**config.mk**
```make
export PLATFORM = sky130hd
export DESIGN_NAME = exec_operand_wb
export DESIGN_NICKNAME = d
export VERILOG_FILES = /design/src/rtl/exec_operand_wb.sv
export SDC_FILE = /design/constraint.sdc
export NUM_CORES = 2
export LEC_CHECK = 0
export ABC_CLOCK_PERIOD_IN_PS = 3700
export BUFFER_PORTS_ARGS = -buffer_cell sky130_fd_sc_hd__buf_4
export CAP_MARGIN = 20
export CELL_PAD_IN_SITES_DETAIL_PLACEMENT = 0
export CELL_PAD_IN_SITES_GLOBAL_PLACEMENT = 1
export CORE_MARGIN = 1.5
export CORE_UTILIZATION = 46
export DETAILED_ROUTE_END_ITERATION = 7
export MAX_ROUTING_LAYER = met4
export PLACE_DENSITY_LB_ADDON = 0.3
export SYNTH_ARGS = -nofsm -noshare
export SYNTH_HDL_FRONTEND = slang
export SYNTH_MEMORY_MAX_BITS = 65536
export SYNTH_SLANG_ARGS = --single-unit
```
**constraint.sdc**
```tcl
create_clock -name CLK_EX -period 3.7 [get_ports CLK_EX]
set_input_delay 0.37 -clock CLK_EX [delete_from_list [all_inputs] [get_ports CLK_EX]]
set_output_delay 0.37 -clock CLK_EX [all_outputs]
set_load 0.02 [all_outputs]
```
**src/rtl/exec_operand_wb.sv**
```systemverilog
// exec_operand_wb: operand decode and write-back partner of the execute stage.
//   Decodes the 15-bit instruction word into OP_CODE / OP_DATA and the register
//   and RAM operands. It commits the execute stage's results into an 8x16
//   register file and a 256x16 data RAM one cycle after the operands were
//   sampled. Results still in flight are forwarded, so dependent instructions
//   issued back to back need no stall.
// Ports:
//   CLK_EX, RESET_N      clock; synchronous active-low reset
//   INSTR                instruction word at the current program counter
//   OP_CODE, OP_DATA     INSTR[14:11], INSTR[7:0]
//   REG_A, REG_B         operands for indices INSTR[10:8] / INSTR[7:5], bypassed
//   RAM_OUT              data RAM word at OP_DATA, bypassed
//   REG_IN, REG_WEN      register result and write request from execute
//   RAM_IN, RAM_WEN      store data and write request from execute
//   HALTED               sticky halt status
//   DBG_SEL, DBG_REG     raw register file read (no bypass)
module exec_operand_wb #(
  parameter int NREG      = 8,
  parameter int RAM_DEPTH = 256
) (
  input  logic        CLK_EX,
  input  logic        RESET_N,
  input  logic [14:0] INSTR,
  output logic [3:0]  OP_CODE,
  output logic [7:0]  OP_DATA,
  output logic [15:0] REG_A,
  output logic [15:0] REG_B,
  output logic [15:0] RAM_OUT,
  input  logic [15:0] REG_IN,
  input  logic        REG_WEN,
  input  logic [15:0] RAM_IN,
  input  logic        RAM_WEN,
  output logic        HALTED,
  input  logic [2:0]  DBG_SEL,
  output logic [15:0] DBG_REG
);

  localparam logic [3:0] OP_HLT = 4'hF;

  logic [15:0] rf  [NREG];
  logic [15:0] ram [RAM_DEPTH];

  logic [2:0]  wb_idx;
  logic [7:0]  st_addr;
  logic        wb_valid;
  logic        halted;

  logic [2:0]  idx_a;
  logic [2:0]  idx_b;
  logic        reg_commit;
  logic        ram_commit;

  assign OP_CODE = INSTR[14:11];
  assign OP_DATA = INSTR[7:0];
  assign idx_a   = INSTR[10:8];
  assign idx_b   = INSTR[7:5];
  assign HALTED  = halted;
  assign DBG_REG = rf[DBG_SEL];

  // wb_valid masks the execute stage's WEN outputs, which are not reset and
  // may hold stale requests across reset release.
  assign reg_commit = wb_valid && REG_WEN;
  assign ram_commit = wb_valid && RAM_WEN;

  always_comb begin
    REG_A   = rf[idx_a];
    REG_B   = rf[idx_b];
    RAM_OUT = ram[INSTR[7:0]];
    if (reg_commit && (wb_idx == idx_a)) REG_A = REG_IN;
    if (reg_commit && (wb_idx == idx_b)) REG_B = REG_IN;
    if (ram_commit && (st_addr == INSTR[7:0])) RAM_OUT = RAM_IN;
  end

  always_ff @(posedge CLK_EX) begin
    wb_idx   <= INSTR[10:8];
    st_addr  <= INSTR[7:0];
    wb_valid <= RESET_N;
    if (!RESET_N) begin
      for (int unsigned i = 0; i < NREG; i++) rf[i] <= '0;
      halted <= 1'b0;
    end else begin
      if (reg_commit) rf[wb_idx] <= REG_IN;
      if (OP_CODE == OP_HLT) halted <= 1'b1;
    end
  end

  // Data RAM keeps its contents through reset; only the write is gated.
  always_ff @(posedge CLK_EX) begin
    if (RESET_N && ram_commit) ram[st_addr] <= RAM_IN;
  end

endmodule
```
* After elaboration in Yosys (flattened, before gate mapping) *
Memories as Yosys holds them, arrays and structs flattened.
Cells that the tools add are included.
W data, S select, Z words.

word-level totals
  word-level logic and storage cells = 29
  output and inout port bits = 77
  memories = 2
  memory bits (read-only) = 0
  RAM bits = 4224
  input port bits = 54
  flip-flop bits (word level) = 13
  bits in latches = 0

memories
  memory  depth  bits a word  read ports  clocked after Yosys merged registers in  write ports  line  source
  ram     256    16           1           0                                        1            41    logic [15:0] ram [RAM_DEPTH];
  rf      8      16           3           0                                        8            40    logic [15:0] rf [NREG];

operators by class
  shifts and indexed selects = 0
  multiply operators = 0
  equality and inequality tests = 4
  reductions and logical operators = 7
  $add $sub $neg = 0
  mux-type cells = 12
  magnitude comparators = 0
  div/mod/pow operators = 0
  bitwise logic cells = 0

operators with widths
  cell                  count
  $mux W16              4
  $reduce_or A16 Y1     1
  $eq A8 B8 Y1          1
  $mux W1               7
  $eq A3 B3 Y1          2
  $logic_and A1 B1 Y1   6
  $eq A4 B4 Y1 const B  1
  $mux W3               1

* Depth between registers and ports, before layout *
  depth in word-level cells = 6
  mapped depth = 14
  mapped depth without buffers = 7

* Worst setup path after synthesis *
OpenSTA, ideal clock, no wires.

  path kind = input-to-output
  start = input port INSTR[0]
  end = output port RAM_OUT[14]
  data arrival time = 2.611 ns
  slack = 0.719 ns
  cell stages on the path = 12
  required time = 3.330 ns
  path buffers = 6
  cells stage by stage = buf_6 -> buf_8 -> buf_8 -> buf_6 -> buf_6 -> buf_6 -> and2b_1 -> nand3_1 -> a41oi_1 -> o21ai_0 -> a32o_1 -> o31ai_1

between the ends
  cells in the longest elaborated chain, start to end = 3

ends and longest elaborated chain
  element                                                                   line  source
  start, declared                                                           23    input logic [14:0] INSTR,
  parallel branches: the longest is 2 deep, another holds $mem_v2 Z256 W16  n/a
  $mux W16 *                                                                71    if (ram_commit && (st_addr == INSTR[7:0])) RAM_OUT = RAM_IN;
  end, declared                                                             28    output logic [15:0] RAM_OUT,

Every way passes the cells marked *.

* Final worst setup path *
  start = memory ram[23][15]
  end = output port RAM_OUT[15]

between the ends
  cells in the longest elaborated chain, start to end = 2

ends and longest elaborated chain
  element           line
  start, declared   41
  $mem_v2 Z256 W16  n/a
  $mux W16          71

No other way between the ends.

==> results.md <==
- The number of cells in the design after placement is 13400.
- The arrival time reported for the critical path endpoint is 3950 ps.
- Walking the worst path, the cells encountered are mux4_2, o22ai_2, buf_6, nor3_4, o221ai_4, o21ai_1, o211ai_1, clkbuf_16, nand3_4, buf_6.
- Hold timing on the final database bottoms out at a slack of 1.10 ps.
- The area growth from synthesis to layout is 18.9%.
- The share of the clock period used by the worst path is 117%.
- The via count of the first global-routing pass came to 86800.
- The cell count after synthesis is 7746.
- The final-stage net count is roughly 9000.
- The share of total power dissipated in the clock network is a little over two fifths.
- The required time of the worst setup path is 3330 ps.
- Synthesis instantiated 73 different standard cells from the library.
- The number of hold-slack violations in the final timing report is 0.
- Across the run, the number of max-cap violations was 0.
- The number of storage elements in the synthesis netlist is about 4200.
- The pre-antenna-repair detailed-routing pass consisted of 8 iterations.
- The critical path class is flop to output pin.
- In this run the count of I/O pins placed on the die edge is between 100 and 150.
- The congestion estimate from routability-driven global placement came to 0.921.
- The total clock buffers created by CTS is 421.
- The relative max-transition margin is between 10% and 20%.
- The fraction of the yosys area taken by sequential cells is 76.7%.
- Setup violations remaining at the end of the flow were counted as 16.
- The multi-input combinational cells in the finished layout cover a total of roughly 0.038 sq mm.
- The detailed router placed between 80000 and 90000 vias in this run.
- After legalization and detailed placement, the total HPWL measured 308 mm.
- The H-tree was split into 5 levels.
- At the pin with the least slew margin, the transition time is approximately 1300 ps.
- The max-slew violation count is 0.
- The number of fillers in the final layout is 27000.
- The number of antenna violations at the first check in global routing came to 20.
- No sink is reached through more buffers than the 4 on the longest clock path.
- The number of DRC violations after detailed-routing iteration 0 is 12500.
- The count of synthesis-stage warnings from yosys is 0.
- The post-route clock skew is 55.0 ps.
- The mean routed wirelength per cell is 34.3 microns.
- The critical path endpoint category is an output pin.
- The clock edge transition at the registers on the reported setup and hold paths is 60 ps.
- The element type at the critical path start is a flop.
- The net count after synthesis is 7800.
- The CTS tree is built.
- Wires add up to 487 mm.
- After the flow finishes, the layout carries non-filler instances totaling 14200.
- For this run, the leading register cell type out of synthesis is edfxtp_1.
- The number of buffers and inverters on the critical path is 3.
- From left edge to right edge, the die measures 603 microns.
- In this run the standard cell core region covers between 0.3 and 0.4 sq mm.
- The cell area reported after detailed placement is 0.181 sq mm.
- The most numerous cell type found on the critical path is buf_6.
- The cell with the largest stage delay on the worst path is o211ai_1.
- In this run the power density over the cells is 521 mW/mm^2.
- The run finished, with violations left.
- The worst setup slack after layout is -617 ps.
- Counting flops with a built-in enable in the synthesized netlist gives between 4000 and 5000.
- The dominant cell by count in the synthesized netlist is edfxtp_1.
- The first-pass GRT wire length is 677 mm.
- Yosys attributes the largest share of cell area to edfxtp_1, mux4_2, mux2i_1, nor2_1, o22ai_1.
- The beginning of the worst hold path is RAM_IN[12].
- Based on the critical path, the design can be clocked at up to 0.232 GHz.
- Across every metal layer, demand over resource in global routing totals 27.3%.
- The cell-internal power is 80000 uW.
- The number of buffers added on ports is 130.
- The clock insertion delay at the later pin of the skew report is 1000 ps.
- The maximum vdd ir drop is ~430 uV.
- The cell family with the largest share of critical-path delay is compound AO/OA/AOI/OAI gates.
- The number of clock sinks is 4237.
- The fraction of registers with async set/reset is 0%.
- Of all nets on the critical path, the largest fanout is 1.
- The effective utilization at floorplan is 46.2%.
- The number of rows created at floorplan is 220.
- The via-per-instance ratio is 6.24.
- The switching portion of total power is 22.0%.
- The total leakage power is 0.0640 uW.
- The die is 603 microns tall.
- The share of power burned in combinational logic is 6.6%.
- The final instance area is ~0.2 sq mm.
- The origin of the worst setup path is ram[23][15].
- After detailed routing, the number of remaining DRC violations is 0.
- Setup repair after global routing could not meet its margin everywhere.
- The path class of the tightest hold or removal check is input pin to flop.
- After global routing the overflow that remains totals 0.
- The largest stage delay on the critical path is ~930 ps.
- The power share of the sequential group is 51.6%.
- For this design the total switching power over the nets is 22600 uW.
- The portion of synthesized cell area occupied by the leading cell type is 76.5%.
- The root buffer selected by CTS is clkbuf_16.
- The final antenna-violating net count is 0.
- The final critical delay including setup and external delays is roughly 4300 ps.
- The cell type with the largest total area after synthesis is edfxtp_1.
- The floorplan step defined a die boundary enclosing 0.364 sq mm.
- The post-route total power is roughly 100000 uW.
- The summed instance area of the synthesized netlist is 0.166 sq mm.
- The commonest cells after synthesis are edfxtp_1, mux4_2, mux2i_1.
- The storage element area is 0.127 sq mm.
- In this run the critical register-to-register path is launched from wb_valid.
- The final reports fail on setup timing.
- The share of final-layout standard cells stronger than drive strength 1 is 35.5%.
- After synthesis, the mean cell area works out to 21.4 sq um.
- The pin count of the biggest net entering global routing is 176.
-- timing repair --
item / 4_1_cts / 5_1_grt
endpoints found under the hold margin: 775 / 0
resized for setup: 247 / 89
pin swaps: 91 / 49
buffers inserted: 3 / 4
endpoints found under the setup margin: 16 / 16
gates cloned: 1 / 1
hold buffers: 40 / 0
-- stage by stage --
step / worst slack [ps] / util, % / TNS [ps]
finish: -617 / 54.9 / -3720
global route: -523 / 54.9 / -4170
CTS: -680 / 54.8 / -4420
detailed placement: -932 / 50.5 / -8780
global placement: -1310 / 50.5 / -10540
floorplan: 719 / - / 0
-- power by group through the flow --
| stage | logic [uW] | clock network, uW | registers (uW) |
|---|---|---|---|
| 2_1_floorplan | 2820 | 0 | 53900 |
| 3_3_place_gp | 6320 | 0 | 53900 |
| 3_5_place_dp | 6400 | 0 | 53900 |
| 4_1_cts | 6640 | 43400 | 52900 |
| 5_1_grt | 6950 | 45100 | 52900 |
| 6_report | 6750 | 42900 | 52900 |
-- path summary, 6_finish.rpt --
path	endpoint	slack (ps)	depth (start not counted)
worst min register to register	rf[7][2]	920	2
worst max register to register	ram[164][6]	540	6
worst min-delay path	ram[159][12]	1	1
worst max-delay path	RAM_OUT[15]	-620	10
-- kinds of logic after synthesis --
group	Yosys count	synth area share [%]
simple gates	813	2.29
flops	4237	76.7
xor+xnor	14	0.0740
mux	1384	16.0
buf+inv	495	1.68
compound gates	803	3.29
-- layout by cell type (no fill, tap or decap), types with 13 or more instances in the layout --
| master | Yosys | routed |
|---|---|---|
| a21oi_1 | 124 | 93 |
| a21oi_2 | 0 | 18 |
| a21oi_4 | 0 | 13 |
| a221oi_1 | 41 | 25 |
| a221oi_2 | 2 | 16 |
| a22o_1 | 20 | 17 |
| a22oi_1 | 118 | 83 |
| a22oi_2 | 0 | 35 |
| a31oi_1 | 31 | 29 |
| and2_1 | 140 | 138 |
| buf_12 | 0 | 147 |
| buf_4 | 72 | 1115 |
| buf_6 | 63 | 36 |
| buf_8 | 3 | 14 |
| bufinv_16 | 0 | 49 |
| clkbuf_1 | 201 | 73 |
| clkbuf_16 | 0 | 427 |
| clkinv_1 | 2 | 88 |
| clkinv_2 | 0 | 85 |
| clkinvlp_4 | 0 | 22 |
| dlygate4sd3_1 | 0 | 40 |
| edfxtp_1 | 4224 | 4224 |
| inv_6 | 0 | 15 |
| mux2_2 | 49 | 48 |
| mux2i_1 | 332 | 331 |
| mux4_2 | 1000 | 1000 |
| nand2_1 | 160 | 150 |
| nand3_1 | 50 | 41 |
| nand4_1 | 14 | 14 |
| nor2_1 | 330 | 219 |
| nor2_2 | 0 | 109 |
| nor3_1 | 28 | 20 |
| nor4_1 | 36 | 20 |
| o21ai_0 | 113 | 88 |
| o21ai_1 | 8 | 20 |
| o221ai_1 | 82 | 75 |
| o22ai_1 | 176 | 151 |
| o22ai_2 | 0 | 19 |
| xor2_1 | 13 | 13 |
-- state kept, by name, summed over array words and instances (netlist names) --
signal / cells
wb_valid: 1
st_addr: 8
rf: 128
ram: 4096
HALTED: 1
wb_idx: 3
-- worst reg2reg max path, cell delays in order (launching register included) --
cell and delay [ps]:
dfxtp_1 650, nand3_1 290, nor3_1 330, nand2_1 370, buf_4 420, nor2_1 410
buf_4 350
-- layout make-up --
class / instances / area share [%]
flip-flops and latches: 4237 / 64.5
multi-input cells: 3014 / 19.1
repair buffers: 1363 / 6.37
clock buffers: 498 / 5.54
well taps: 4773 / 3.03
clock inverters: 274 / 1.45
inverters: 7 / 0.0184
diodes: 6 / 0.00762
-- metal layers --
metal,share of wire [%],vias to the layer above,routed length [microns],track usage [%]
li1,-,35300,-,-
met1,39,47300,191000,37.4
met2,47,4950,228000,41.4
met3,9.7,852,47100,4.80
met4,4.2,0,20400,10.0
met5,0,-,0,-
(Power assumes the default switching activity.)
